--- src/rtl/bcd_cntr_ctrl.sv ---
`default_nettype none
// ============================================================================
//  Module      : bcd_cntr_ctrl
//  Description : Sequencer for a multi-digit packed-BCD event counter.
//                Accepts start/stop/clear commands, counts rising edges of
//                evt_i while running, and halts with done_o when the count
//                reaches the target latched at start.
//  Revision    : 1.0 - initial release
// ----------------------------------------------------------------------------
//  Ports
//    clk        system clock, rising edge
//    rst        synchronous active-high reset
//    start_i    start from IDLE (latches target_i) or resume from PAUSE
//    stop_i     pause a run (RUN -> PAUSE)
//    clear_i    zero the count and return to IDLE from any state
//    evt_i      event level input; one count per 0->1 transition
//    target_i   packed BCD terminal value, digit 0 in [3:0]
//    count_o    packed BCD count (registered)
//    busy_o     high while running
//    done_o     high while halted on a target match
//    wrap_o     one-cycle pulse on all-9s -> all-0s rollover
//    cfg_err_o  one-cycle pulse when a start is rejected for a bad target
// ============================================================================
module bcd_cntr_ctrl #(
    parameter int DIGITS = 2
) (
    input  logic                clk,
    input  logic                rst,
    input  logic                start_i,
    input  logic                stop_i,
    input  logic                clear_i,
    input  logic                evt_i,
    input  logic [4*DIGITS-1:0] target_i,
    output logic [4*DIGITS-1:0] count_o,
    output logic                busy_o,
    output logic                done_o,
    output logic                wrap_o,
    output logic                cfg_err_o
);

    localparam int W = 4 * DIGITS;

    typedef enum logic [1:0] {
        ST_IDLE  = 2'd0,
        ST_RUN   = 2'd1,
        ST_PAUSE = 2'd2,
        ST_DONE  = 2'd3
    } state_t;

    state_t         state_q;
    logic [W-1:0]   count_q;
    logic [W-1:0]   target_q;
    logic           evt_q;
    logic           busy_q;
    logic           done_q;
    logic           wrap_q;
    logic           cfg_err_q;

    // Incremented count and the ripple carry feeding each digit.
    logic [W-1:0]   count_d;
    logic [DIGITS:0] w_carry;
    logic [DIGITS-1:0] w_dig_bad;
    logic           w_edge;
    logic           w_hit;

    assign w_edge     = evt_i & ~evt_q;
    assign w_carry[0] = 1'b1;

    genvar g;
    generate
        for (g = 0; g < DIGITS; g++) begin : g_dig
            assign count_d[4*g +: 4] = !w_carry[g]             ? count_q[4*g +: 4] :
                                       (count_q[4*g +: 4] == 4'd9) ? 4'd0 :
                                       count_q[4*g +: 4] + 4'd1;
            assign w_carry[g+1] = w_carry[g] & (count_q[4*g +: 4] == 4'd9);
            assign w_dig_bad[g] = (target_i[4*g +: 4] > 4'd9);
        end
    endgenerate

    // An all-zero latched target selects free-run: no match is ever taken.
    assign w_hit = (count_d == target_q) && (target_q != '0);

    always_ff @(posedge clk) begin
        if (rst) begin
            state_q   <= ST_IDLE;
            count_q   <= '0;
            target_q  <= '0;
            evt_q     <= 1'b0;
            busy_q    <= 1'b0;
            done_q    <= 1'b0;
            wrap_q    <= 1'b0;
            cfg_err_q <= 1'b0;
        end else begin
            evt_q     <= evt_i;
            wrap_q    <= 1'b0;
            cfg_err_q <= 1'b0;

            if (clear_i) begin
                // Target is intentionally kept across a clear.
                state_q <= ST_IDLE;
                count_q <= '0;
                busy_q  <= 1'b0;
                done_q  <= 1'b0;
            end else begin
                case (state_q)
                    ST_IDLE: begin
                        // stop outranks start, so a simultaneous stop masks it.
                        if (!stop_i && start_i) begin
                            if (|w_dig_bad) begin
                                cfg_err_q <= 1'b1;
                            end else begin
                                target_q <= target_i;
                                state_q  <= ST_RUN;
                                busy_q   <= 1'b1;
                            end
                        end
                    end
                    ST_RUN: begin
                        if (stop_i) begin
                            state_q <= ST_PAUSE;
                            busy_q  <= 1'b0;
                        end else if (w_edge) begin
                            count_q <= count_d;
                            wrap_q  <= w_carry[DIGITS];
                            if (w_hit) begin
                                state_q <= ST_DONE;
                                busy_q  <= 1'b0;
                                done_q  <= 1'b1;
                            end
                        end
                    end
                    ST_PAUSE: begin
                        if (!stop_i && start_i) begin
                            state_q <= ST_RUN;
                            busy_q  <= 1'b1;
                        end
                    end
                    default: begin
                        // DONE: held until clear.
                    end
                endcase
            end
        end
    end

    assign count_o   = count_q;
    assign busy_o    = busy_q;
    assign done_o    = done_q;
    assign wrap_o    = wrap_q;
    assign cfg_err_o = cfg_err_q;

endmodule
`default_nettype wire
--- config.mk ---
export PLATFORM = sky130hd
export DESIGN_NAME = bcd_cntr_ctrl
export DESIGN_NICKNAME = d
export VERILOG_FILES = /design/src/rtl/bcd_cntr_ctrl.sv
export SDC_FILE = /design/constraint.sdc
export NUM_CORES = 1
export LEC_CHECK = 0
export CORE_MARGIN = 4
export CORE_UTILIZATION = 54
export DETAILED_ROUTE_END_ITERATION = 7
export PLACE_DENSITY = 0.83
export SLEW_MARGIN = 20
export SYNTH_ARGS = -nofsm -noshare
export SYNTH_HDL_FRONTEND = slang
export SYNTH_SLANG_ARGS = --single-unit
--- constraint.sdc ---
create_clock -name clk -period 3.8 [get_ports clk]
set_input_delay 0.38 -clock clk [delete_from_list [all_inputs] [get_ports clk]]
set_output_delay 0.38 -clock clk [all_outputs]
set_load 0.05 [all_outputs]
# Word-level counts from Yosys, hierarchy flattened
# Index checks and enable logic that the tools add are counted.
# W data, S select, Z words.
[op_classes]
n_addsub = 2
order_cmp = 2
n_eq_ne = 10
n_mux = 18
bitwise_logic = 10
reduce_logical = 14
[ops]
columns = ["operator", "count"]
rows = [
  ["$mux W2", 6],
  ["$mux W4", 3],
  ["$add A4 B1 Y4 const B", 2],
  ["$eq A4 B4 Y1 const B", 2],
  ["$eq A8 B8 Y1", 1],
  ["$gt A4 B4 Y1 const B", 2],
  ["$not A1 Y1", 8],
  ["$reduce_and A4 Y1", 2],
  ["$reduce_bool A8 Y1", 1],
  ["$mux W1", 7],
  ["$ne A2 B2 Y1 const B", 3],
  ["$ne A3 B3 Y1 const B", 2],
  ["$pmux W2 S3", 1],
  ["$reduce_and A6 Y1", 1],
  ["$reduce_or A5 Y1", 1],
  ["$reduce_or A2 Y1", 2],
  ["$reduce_or A4 Y1", 1],
  ["$pmux W1 S3", 1],
  ["$reduce_and A3 Y1", 1],
  ["$reduce_bool A3 Y1", 1],
  ["$and A1 B1 Y1", 2],
  ["$eq A2 B1 Y1 const B", 1],
  ["$eq A2 B2 Y1 const B", 1],
  ["$logic_and A1 B1 Y1", 2],
  ["other kinds (2)", 2],
]
[totals]
ff_bits = 23
inputBits = 14
output_inout_bits = 12
word_cells = 64

# Longest topological paths before layout
# Gate-level depths: netlist (run 1).
[depth]
depth_word = 9
depth_mapped = 9
depth_no_buf = 8

# Worst setup path before layout (run 1)
# No wires, ideal clock.
[synth_timing]
kind = "flip-flop to flip-flop"
startpoint = "register count_q[5], in the netlist count_o[5]"
endpoint = "register busy_q, in the netlist busy_o"
t_arrival_ns = 2.493
slack_ns = 1.172
stages_incl_launch_ff = 10
period_less_slack_ns = 2.628
cell_sequence = "dfxtp_1 inv_1 ha_1 and3b_1 clkbuf_2 or3_1 and3_1 or3_4 nor4b_2 o221ai_1"
[synth_between]
elab_chain_cells = 7
[synth_lines]
columns = ["element", "line", "source"]
rows = [
  ["start, declared", "51", "logic [W-1:0] count_q;"],
  ["start signal, assigned", "123", "count_q <= count_d;"],
  ["$add A4 B1 Y4 / $eq A4 B4 Y1 (equally long branches)", "74, 73", ""],
  ["$mux W4", "73", "(count_q[4*g +: 4] == 4'd9) ? 4'd0 :"],
  ["$mux W4 *", "72", "assign count_d[4*g +: 4] = !w_carry[g] ? count_q[4*g +: 4] :"],
  ["$eq A8 B8 Y1 *", "81", "assign w_hit = (count_d == target_q) && (target_q != '0);"],
  ["$logic_and A1 B1 Y1 *", "81", ""],
  ["$ne A3 B3 Y1 (no source line) *", "--", ""],
  ["$reduce_and A6 Y1 (no source line) *", "--", ""],
  ["end signal, assigned", "89", "busy_q <= 1'b0;"],
  ["end signal, assigned", "102", "busy_q <= 1'b0;"],
  ["end signal, assigned", "114", "busy_q <= 1'b1;"],
  ["end, declared", "54", "logic busy_q;"],
]
# Every way passes the cells marked *; elsewhere a longest branch is shown, timed or not.
# A chain may end at the register's enable or synchronous reset.

# Final worst setup path (run 1)
# Same ends and word-level chain as after synthesis.

==> results.sh, run 1 <==
export IMPL_status="finished, final reports clean"
export IMPL_wl_um=2713
export IMPL_p_leak_nw=0.5865
export IMPL_final_common_cell="clkdlybuf4s50_1"
export IMPL_tritoncts="built"
export IMPL_ant_nets=0
export IMPL_track_usage_pct=18.38
export IMPL_avgSynthCellArea_um2=8.374
export IMPL_rsz0062_at_grt="no"
export IMPL_grt_ovfl_total=0
export IMPL_grt_pass1_wl_um=4802
export IMPL_ys_flop_type="dfxtp_1"
export IMPL_drive_gt1_share_pct=4.545
export IMPL_synthArstFlopShare_pct=0
export IMPL_finalMaxSlewViolations=0
export IMPL_setup_viol=0
export IMPL_yosysSeqAreaShare_pct=35.94
export IMPL_clk_path_buf_depth=2
export IMPL_synth_top_area_cell="dfxtp_1"
export IMPL_crit_path_max_fanout=7
export IMPL_tightest_slew_ns=0.6968
export IMPL_drt_iter0_markers=19
export IMPL_netlist_area_leader_share_pct=35.94
export IMPL_firstDrtPassIters=4
export IMPL_via_per_inst=5.691
export IMPL_die_area_um2=3216
export IMPL_synth_warnings=0
export IMPL_skew_ns=0.005504
export IMPL_dp_final_hpwl_um=2124
export IMPL_wire_per_inst_um=13.30
export IMPL_place_inst=200
export IMPL_fin_crit_sh_pct=65.01
export IMPL_worst_setup_path_end_kind="flip-flop"
export IMPL_stdcell_count=204
export IMPL_max_freq_mhz=404.8
export IMPL_final_cell_mix="clkdlybuf4s50_1 (25), dfxtp_1 (23), nor2_1 (19)"
export IMPL_clkSlewWorstSetupHoldPaths_ns=0.13
export IMPL_cp_start_kind="flip-flop"
export IMPL_antenna_cells=0
export IMPL_synth_edf_count=0
export IMPL_post_cts_buffers=0
export IMPL_antenna_found_initial=0
export IMPL_die_h_um=56.71
export IMPL_setup_tns_ns=0
export IMPL_ys_seq_elements=23
export IMPL_cts_root_buf="clkbuf_4"
export IMPL_slew_headroom_pct=53.45
export IMPL_rows=17
export IMPL_synth_cells=153
export IMPL_cts_hold_fix_buffers=0
export IMPL_die_w_um=56.71
export IMPL_core_um2=2233
export IMPL_period_minus_slack_ns=2.470
export IMPL_vias=1161
export IMPL_portBuffers=25
export IMPL_clock_sinks=23
export IMPL_grt_max_degree=14
export IMPL_required_ns=4.00
export IMPL_final_nets=193
export IMPL_initial_utilization_pct=57.37
export IMPL_clkLatencyLatePin_ns=0.32
export IMPL_syn_area_um2=1281
export IMPL_place_area_um2=1538
export IMPL_synthesis_nets=169
export IMPL_p_per_area_nw_per_um2=257.1
export IMPL_drt_drc_violations_left=0
export IMPL_synthTopCellsByArea="dfxtp_1 (36%), mux2i_1 (7.8%), nor2_1 (5.6%)"
export IMPL_grt_pass1_vias=1113
export IMPL_cap_violations=0
export IMPL_area_growth_synth_to_final_pct=22.17
export IMPL_crit_type="reg2reg"
export IMPL_htreeDepth=1
export IMPL_reg2reg_slack_ns=1.33
export IMPL_ios=26
export IMPL_peakVddDrop_uv=250.6
export IMPL_synth_distinct_cells=44
export IMPL_gp_congestion=0.7371
export IMPL_worstPathArrival_ns=2.67
export IMPL_numCtsBuffers=3
export IMPL_hold_violations=0
export IMPL_hp_class="reg2reg"
export IMPL_cts_resized=0
export IMPL_postLayoutCellArea_um2=1565
==> through the flow <==
step / hold slack [ns] / util, % / worst slack, ns / power (mW)
floorplan: 0.4877 / - / 1.172 / 0.2737
global placement: 0.4511 / 68.85 / 1.393 / 0.2928
CTS: 0.4899 / 70.08 / 1.339 / 0.4049
global route: 0.5188 / 70.08 / 1.162 / 0.4197
detailed placement: 0.4609 / 68.85 / 1.331 / 0.2940
finish: 0.4950 / 70.08 / 1.330 / 0.4024
==> path summary, 6_finish.rpt <==
path,startpoint,to,depth (start not counted)
hold reg to reg,done_o$_SDFFE_PP0P_,done_o$_SDFFE_PP0P_,1
hold / removal,done_o$_SDFFE_PP0P_,done_o$_SDFFE_PP0P_,1
setup / recovery,count_o[5]$_SDFFE_PP0P_,busy_o$_SDFFE_PP0P_,8
setup reg to reg,count_o[5]$_SDFFE_PP0P_,busy_o$_SDFFE_PP0P_,8
==> where the power goes <==
group	internal, mW	switching, mW	total (mW)
Sequential	0.244	0.00269	0.247
Combinational	0.0235	0.0184	0.0419
Clock	0.0394	0.0743	0.114
==> synthesized netlist by cell type (all sizes together), types with 2 or more instances <==
master / n
a21o: 2
a21oi: 10
and3b: 2
buf: 2
clkbuf: 4
dfxtp: 23
ha: 2
inv: 5
mux2i: 10
nand2: 9
nand2b: 4
nand3: 6
nor2: 19
nor2b: 4
nor3: 6
nor4: 2
nor4b: 2
o211ai: 2
o21a: 3
o21ai: 5
or3: 6
xnor2: 6
xor2: 2
==> cells by family (layout without fill, tap and decap cells) <==
logic type | count (synthesis) | count (layout) | synth area share [%]
buf+inv | 11 | 34 | 3.711
xor+xnor | 8 | 8 | 5.469
flops | 23 | 23 | 35.94
simple gates | 69 | 69 | 30.18
compound gates | 30 | 30 | 14.94
mux | 10 | 10 | 7.813
fa+ha+maj | 2 | 2 | 1.953
==> worst max-delay path: stages, from the launching register on <==
cell	delay [ns]
dfxtp_1	0.47
inv_1	0.07
ha_1	0.21
and3b_1	0.26
or3_1	0.35
and3_1	0.18
or3_4	0.34
nor4b_2	0.34
o221ai_1	0.15
==> registers in the layout, summed over array words and instances (netlist names) <==
signal	flops
state_q	2
done_o	1
wrap_o	1
evt_q	1
target_q	8
count_o	8
cfg_err_o	1
busy_o	1
==> cell type report <==
type                            instances  area [um^2]
Multi-Input combinational cell        119        773.2
Fill cell                             190        668.1
Sequential cell                        23        460.4
Timing Repair Buffer                   25        250.2
Tap cell                               28        35.03
Clock buffer                            3        22.52
Inverter                                5        18.77
Clock inverter                          1        5.005
==> metal layers <==
layer,track usage (%),share of wire (%),vias to the layer above
li1,-,-,586
met3,2.759,3.5,5
met1,22.67,48,544
met2,32.18,47,26
met5,0,0,-
met4,6.102,1.5,0
Power figures use the tool's default switching activity.
==> inputs of run 2 (changes only) <==
--- a/config.mk
+++ b/config.mk
@@ -6,9 +6,9 @@
 export NUM_CORES = 1
 export LEC_CHECK = 0
 export CORE_MARGIN = 4
-export CORE_UTILIZATION = 54
+export CORE_UTILIZATION = 45
 export DETAILED_ROUTE_END_ITERATION = 7
-export PLACE_DENSITY = 0.83
+export PLACE_DENSITY = 0.74
 export SLEW_MARGIN = 20
 export SYNTH_ARGS = -nofsm -noshare
 export SYNTH_HDL_FRONTEND = slang
==> constraint.sdc (replaced) <==
create_clock -name clk -period 2.2 [get_ports clk]
set_input_delay 0.22 -clock clk [delete_from_list [all_inputs] [get_ports clk]]
set_output_delay 0.22 -clock clk [all_outputs]
set_load 0.05 [all_outputs]
==> run 2 against run 1 <==
  * The run now ends with negative setup slack left
  * Final cell count is 5.9% higher
  * Utilization is 7.8 points lower
  * Maximum frequency is 12% higher
  * Wire length is 18% higher
  * Die area is 17% higher
  * Clock power is 82% higher
  * Cell area is 8.7% higher
  * Largest power group unchanged
==> results.sh, run 2 (same netlist as run 1, synthesis figures left out) <==
export IMPL_status="finished, violations left"
export IMPL_violations="negative setup slack"
export IMPL_initial_utilization_pct=46.86
export IMPL_clkLatencyLatePin_ns=0.33
export IMPL_slew_headroom_pct=66.09
export IMPL_drive_gt1_share_pct=16.22
export IMPL_via_per_inst=5.685
export IMPL_portBuffers=25
export IMPL_crit_path_max_fanout=7
export IMPL_grt_pass1_vias=1112
export IMPL_fin_crit_sh_pct=100.4
export IMPL_crit_family="simple AND/OR/NAND/NOR gates"
export IMPL_hp_class="in2reg"
export IMPL_period_minus_slack_ns=2.209
export IMPL_crit_type="reg2reg"
export IMPL_postLayoutCellArea_um2=1702
export IMPL_peakVddDrop_uv=341.1
export IMPL_skew_ns=0.006855
export IMPL_p_leak_nw=0.6438
export IMPL_die_h_um=61.36
export IMPL_antenna_cells=0
export IMPL_cp_start_kind="flip-flop"
export IMPL_vias=1228
export IMPL_grt_max_degree=14
export IMPL_clock_sinks=23
export IMPL_wire_per_inst_um=14.79
export IMPL_firstDrtPassIters=4
export IMPL_setup_viol=1
export IMPL_num_fill_cells=236
export IMPL_die_w_um=61.36
export IMPL_drt_drc_violations_left=0
export IMPL_numCtsBuffers=3
export IMPL_dp_final_hpwl_um=2289
export IMPL_cap_violations=0
export IMPL_finalMaxSlewViolations=0
export IMPL_die_area_um2=3765
export IMPL_drt_iter0_markers=94
export IMPL_p_per_area_nw_per_um2=415.2
export IMPL_setup_tns_ns=-0.008922
export IMPL_worst_path_buf_inv=1
export IMPL_cts_root_buf="clkbuf_4"
export IMPL_clk_path_buf_depth=2
export IMPL_critPathMaxStageDelay_ns=0.50
export IMPL_gp_congestion=0.8633
export IMPL_tritoncts="built"
export IMPL_wl_um=3195
export IMPL_hold_violations=0
export IMPL_finalWorstSetupSlack_ns=-0.008922
export IMPL_grt_pass1_wl_um=4995
export IMPL_place_area_um2=1610
export IMPL_tightest_slew_ns=0.5071
export IMPL_ios=26
export IMPL_rsz0062_at_grt="yes"
export IMPL_antenna_found_initial=0
export IMPL_required_ns=2.49
export IMPL_max_freq_mhz=452.7
export IMPL_clkSlewWorstSetupHoldPaths_ns=0.13
export IMPL_worst_setup_path_end_kind="flip-flop"
export IMPL_htreeDepth=1
export IMPL_rows=19
export IMPL_slowest_stage="or4b_1"
export IMPL_final_common_cell="clkdlybuf4s50_1"
export IMPL_path_cells="inv_2, ha_4, and3b_2, or4b_1, o211ai_1, o2111ai_2, nor4b_1, o21a_1"
export IMPL_final_util_pct=62.24
export IMPL_core_um2=2734
export IMPL_area_growth_synth_to_final_pct=32.81
export IMPL_ant_nets=0
export IMPL_final_nets=202
export IMPL_final_cell_mix="clkdlybuf4s50_1 (25), nor2_1 (19), dfxtp_1 (16)"
export IMPL_worstPathArrival_ns=2.50
export IMPL_grt_ovfl_total=0
export IMPL_track_usage_pct=18.13
## run 2: changes by cell type in the layout (fill, tap and decap cells not counted), moves of 2 or more
cell	delta
buf_4	+9
dfxtp_1	-7
dfxtp_2	+5
dfxtp_4	+2
## run 2: where the power goes
part,total (mW),switching (mW),internal (mW)
Clock,0.207,0.138,0.0684
Sequential,0.424,0.00513,0.419
Combinational,0.0757,0.0342,0.0415
## run 2: timing repair
| item | 4_1_cts | 5_1_grt |
|---|---|---|
| gates resized for setup | 0 | 4 |
| hold endpoints to repair | 0 | 0 |
| endpoints found under the setup margin | 0 | 3 |
| hold buffers | 0 | 0 |
| buffers inserted | 0 | 4 |
## run 2: worst paths after layout
kind | start | to | slack (ns) | cells after the start
max | count_o[5]$_SDFFE_PP0P_ | done_o$_SDFFE_PP0P_ | -0.009 | 8
max reg2reg | count_o[5]$_SDFFE_PP0P_ | done_o$_SDFFE_PP0P_ | -0.009 | 8
min reg2reg | done_o$_SDFFE_PP0P_ | done_o$_SDFFE_PP0P_ | 0.50 | 1
min | evt_i | evt_q$_SDFF_PP0_ | 0.45 | 2
## run 2: final cells by class
class / count / area [um^2] / share of cell area [%]
clock buffer: 3 / 22.52 / 1.324
clock inverter: 1 / 5.005 / 0.2941
inverter: 5 / 18.77 / 1.103
multi-input combinational: 119 / 824.5 / 48.46
sequential: 23 / 474.2 / 27.87
tap: 31 / 38.79 / 2.279
timing repair buffer: 34 / 317.8 / 18.68
## run 2: routing by layer
metal | GRT usage, % | up-vias | wire length [um]
met5 | 0 | - | 0
met4 | 8.182 | 0 | 57
met3 | 3.145 | 4 | 159
met2 | 30.82 | 34 | 1583
met1 | 22.35 | 585 | 1394
li1 | - | 605 | -
## run 2: metrics by stage
| stage | hold WS [ns] | std cells | setup WS [ns] | power, mW |
|---|---|---|---|---|
| floorplan | 0.3482 | 153 | -0.05726 | 0.4724 |
| global placement | 0.4743 | 208 | 0.1004 | 0.5068 |
| detailed placement | 0.4745 | 208 | 0.01886 | 0.5086 |
| CTS | 0.4461 | 212 | 0.01715 | 0.7124 |
| global route | 0.4381 | 216 | -0.09045 | 0.7420 |
| finish | 0.4526 | 216 | -0.008922 | 0.7065 |
## run 2: worst register-to-register path: stages (launching register included)
cell	delay, ns
dfxtp_4	0.37
inv_2	0.04
ha_4	0.14
and3b_2	0.24
or4b_1	0.50
o211ai_1	0.17
o2111ai_2	0.20
nor4b_1	0.36
o21a_1	0.14
==> inputs of run 3 (changes only) <==
--- a/config.mk
+++ b/config.mk
@@ -6,10 +6,11 @@
 export NUM_CORES = 1
 export LEC_CHECK = 0
 export CORE_MARGIN = 4
-export CORE_UTILIZATION = 45
+export CORE_UTILIZATION = 50
 export DETAILED_ROUTE_END_ITERATION = 7
-export PLACE_DENSITY = 0.74
+export PLACE_DENSITY = 0.78
 export SLEW_MARGIN = 20
 export SYNTH_ARGS = -nofsm -noshare
 export SYNTH_HDL_FRONTEND = slang
 export SYNTH_SLANG_ARGS = --single-unit
+export TNS_END_PERCENT = 50
==> constraint.sdc (replaced) <==
create_clock -name clk -period 2.3 [get_ports clk]
set_input_delay 0.23 -clock clk [delete_from_list [all_inputs] [get_ports clk]]
set_output_delay 0.23 -clock clk [all_outputs]
set_load 0.05 [all_outputs]
==> run 3 against run 2 <==
  * The flow now finishes without violations
  * Sequential power is 4% lower
  * Worst hold slack gained 0.045 ns
  * Sequential share of layout area increased by 0.85 points
  * Maximum frequency fell by 2.3%
  * Wire length down 9.5%
  * Via count is 0.65% lower
  * Non-clock buffer count fell by 4
  * Die area shrank 8.7%
  * Utilization rose by 4.3 points
  * Total power is 6.7% lower
  * Critical path type unchanged
  * Critical endpoint is now busy_o$_SDFFE_PP0P_
  * Largest power group unchanged
==> results.sh, run 3 (same netlist as run 1, synthesis figures left out) <==
export IMPL_status="finished, final reports clean"
export IMPL_numCtsBuffers=3
export IMPL_core_um2=2455
export IMPL_finalMaxSlewViolations=0
export IMPL_firstDrtPassIters=4
export IMPL_p_per_area_nw_per_um2=403.4
export IMPL_slew_headroom_pct=66.26
export IMPL_tritoncts="built"
export IMPL_ant_nets=0
export IMPL_grt_max_degree=13
export IMPL_crit_type="reg2reg"
export IMPL_rsz0062_at_grt="yes"
export IMPL_rows=18
export IMPL_final_util_pct=66.56
export IMPL_cts_hold_fix_buffers=0
export IMPL_htreeDepth=1
export IMPL_clkLatencyLatePin_ns=0.30
export IMPL_cap_violations=0
export IMPL_die_h_um=58.62
export IMPL_worstPathArrival_ns=2.44
export IMPL_peakVddDrop_uv=398.5
export IMPL_multi_input_area_um2=794.5
export IMPL_grt_pass1_vias=1075
export IMPL_register_area_um2=469.2
export IMPL_num_fill_cells=203
export IMPL_fin_crit_sh_pct=98.29
export IMPL_finalWorstSetupSlack_ns=0.03939
export IMPL_portBuffers=25
export IMPL_final_cell_mix="clkdlybuf4s50_1 (25), nor2_1 (19), dfxtp_1 (18)"
export IMPL_vias=1220
export IMPL_p_leak_nw=0.6173
export IMPL_hold_violations=0
export IMPL_area_growth_synth_to_final_pct=27.54
export IMPL_max_freq_mhz=442.4
export IMPL_via_per_inst=5.782
export IMPL_skew_ns=0.002820
export IMPL_drive_gt1_share_pct=10.50
export IMPL_cts_resized=0
export IMPL_place_area_um2=1602
export IMPL_cts_root_buf="clkbuf_4"
export IMPL_postLayoutCellArea_um2=1634
export IMPL_wire_per_inst_um=13.71
export IMPL_tightest_slew_ns=0.5045
export IMPL_dp_final_hpwl_um=2344
export IMPL_wl_um=2892
export IMPL_clock_sinks=23
export IMPL_initial_utilization_pct=52.19
export IMPL_setup_viol=0
export IMPL_grt_ovfl_total=0
export IMPL_crit_path_max_fanout=7
export IMPL_final_common_cell="clkdlybuf4s50_1"
export IMPL_drt_drc_violations_left=0
export IMPL_post_cts_buffers=0
export IMPL_die_area_um2=3436
export IMPL_setup_tns_ns=0
export IMPL_die_w_um=58.62
export IMPL_required_ns=2.48
export IMPL_antenna_cells=0
export IMPL_antenna_found_initial=0
export IMPL_grt_pass1_wl_um=4650
export IMPL_gp_congestion=0.8371
export IMPL_ios=26
export IMPL_cp_start_kind="flip-flop"
export IMPL_track_usage_pct=17.41
export IMPL_clkSlewWorstSetupHoldPaths_ns=0.12
export IMPL_worst_setup_path_end_kind="flip-flop"
export IMPL_dp_slack_ns=0.09834
export IMPL_period_minus_slack_ns=2.261
export IMPL_drt_iter0_markers=35
export IMPL_final_nets=198
export IMPL_clk_path_buf_depth=2
export IMPL_hp_class="in2reg"
[run 3: cell types whose count changed in the layout (fill, tap and decap cells not counted)]
| cell | previous run | this run |
|---|---|---|
| nand4bb_4 | 1 | 0 |
| and3b_1 | 1 | 2 |
| clkbuf_1 | 0 | 1 |
| buf_4 | 9 | 5 |
| nand4bb_1 | 0 | 1 |
| and3b_2 | 1 | 0 |
| inv_2 | 1 | 0 |
| clkinv_2 | 1 | 0 |
| ha_1 | 1 | 2 |
| inv_1 | 4 | 5 |
| dfxtp_2 | 5 | 4 |
| ha_4 | 1 | 0 |
| dfxtp_1 | 16 | 18 |
| dfxtp_4 | 2 | 1 |
[run 3: stage by stage]
stage	std cells	power, mW	hold WS, ns
floorplan	153	0.4529	0.3582
global placement	207	0.4858	0.4675
detailed placement	207	0.4879	0.4975
CTS	211	0.6657	0.4992
global route	211	0.6948	0.4914
finish	211	0.6593	0.4979
[run 3: per-layer routing]
layer	wire length [um]	up-vias	part of all wire, %	GRT usage (%)
met4	38	0	1.3	5.825
li1	-	599	-	-
met5	0	-	0	0
met2	1473	26	51	30.94
met1	1261	591	44	21.24
met3	118	4	4.1	2.851
[run 3: area by class of cell]
| type | count | area share (%) |
|---|---|---|
| Timing Repair Buffer | 30 | 17.61 |
| Sequential cell | 23 | 28.71 |
| Multi-Input combinational cell | 119 | 48.62 |
| Inverter | 5 | 1.149 |
| Clock buffer | 4 | 1.608 |
| Tap cell | 30 | 2.297 |
[run 3: power breakdown]
part           switching (mW)  internal (mW)
clock network           0.112         0.0675
logic                  0.0336         0.0396
registers             0.00449          0.402
[run 3: path summary, 6_finish.rpt]
check                           from                      end  slack, ns  depth (start not counted)
max          count_o[5]$_SDFFE_PP0P_      busy_o$_SDFFE_PP0P_       0.04                          8
min                            evt_i         evt_q$_SDFF_PP0_       0.50                          2
max reg2reg  count_o[5]$_SDFFE_PP0P_      busy_o$_SDFFE_PP0P_       0.04                          8
min reg2reg  count_o[4]$_SDFFE_PP0P_  count_o[4]$_SDFFE_PP0P_       0.52                          2
[run 3: worst max-delay path, stage by stage, from the launching register on]
cell and delay (ns):
dfxtp_4 0.39, inv_1 0.05, ha_1 0.19, and3b_1 0.21, or3_1 0.32, and3_1 0.17, or3_4 0.34, nor4b_4 0.33
o221ai_2 0.13
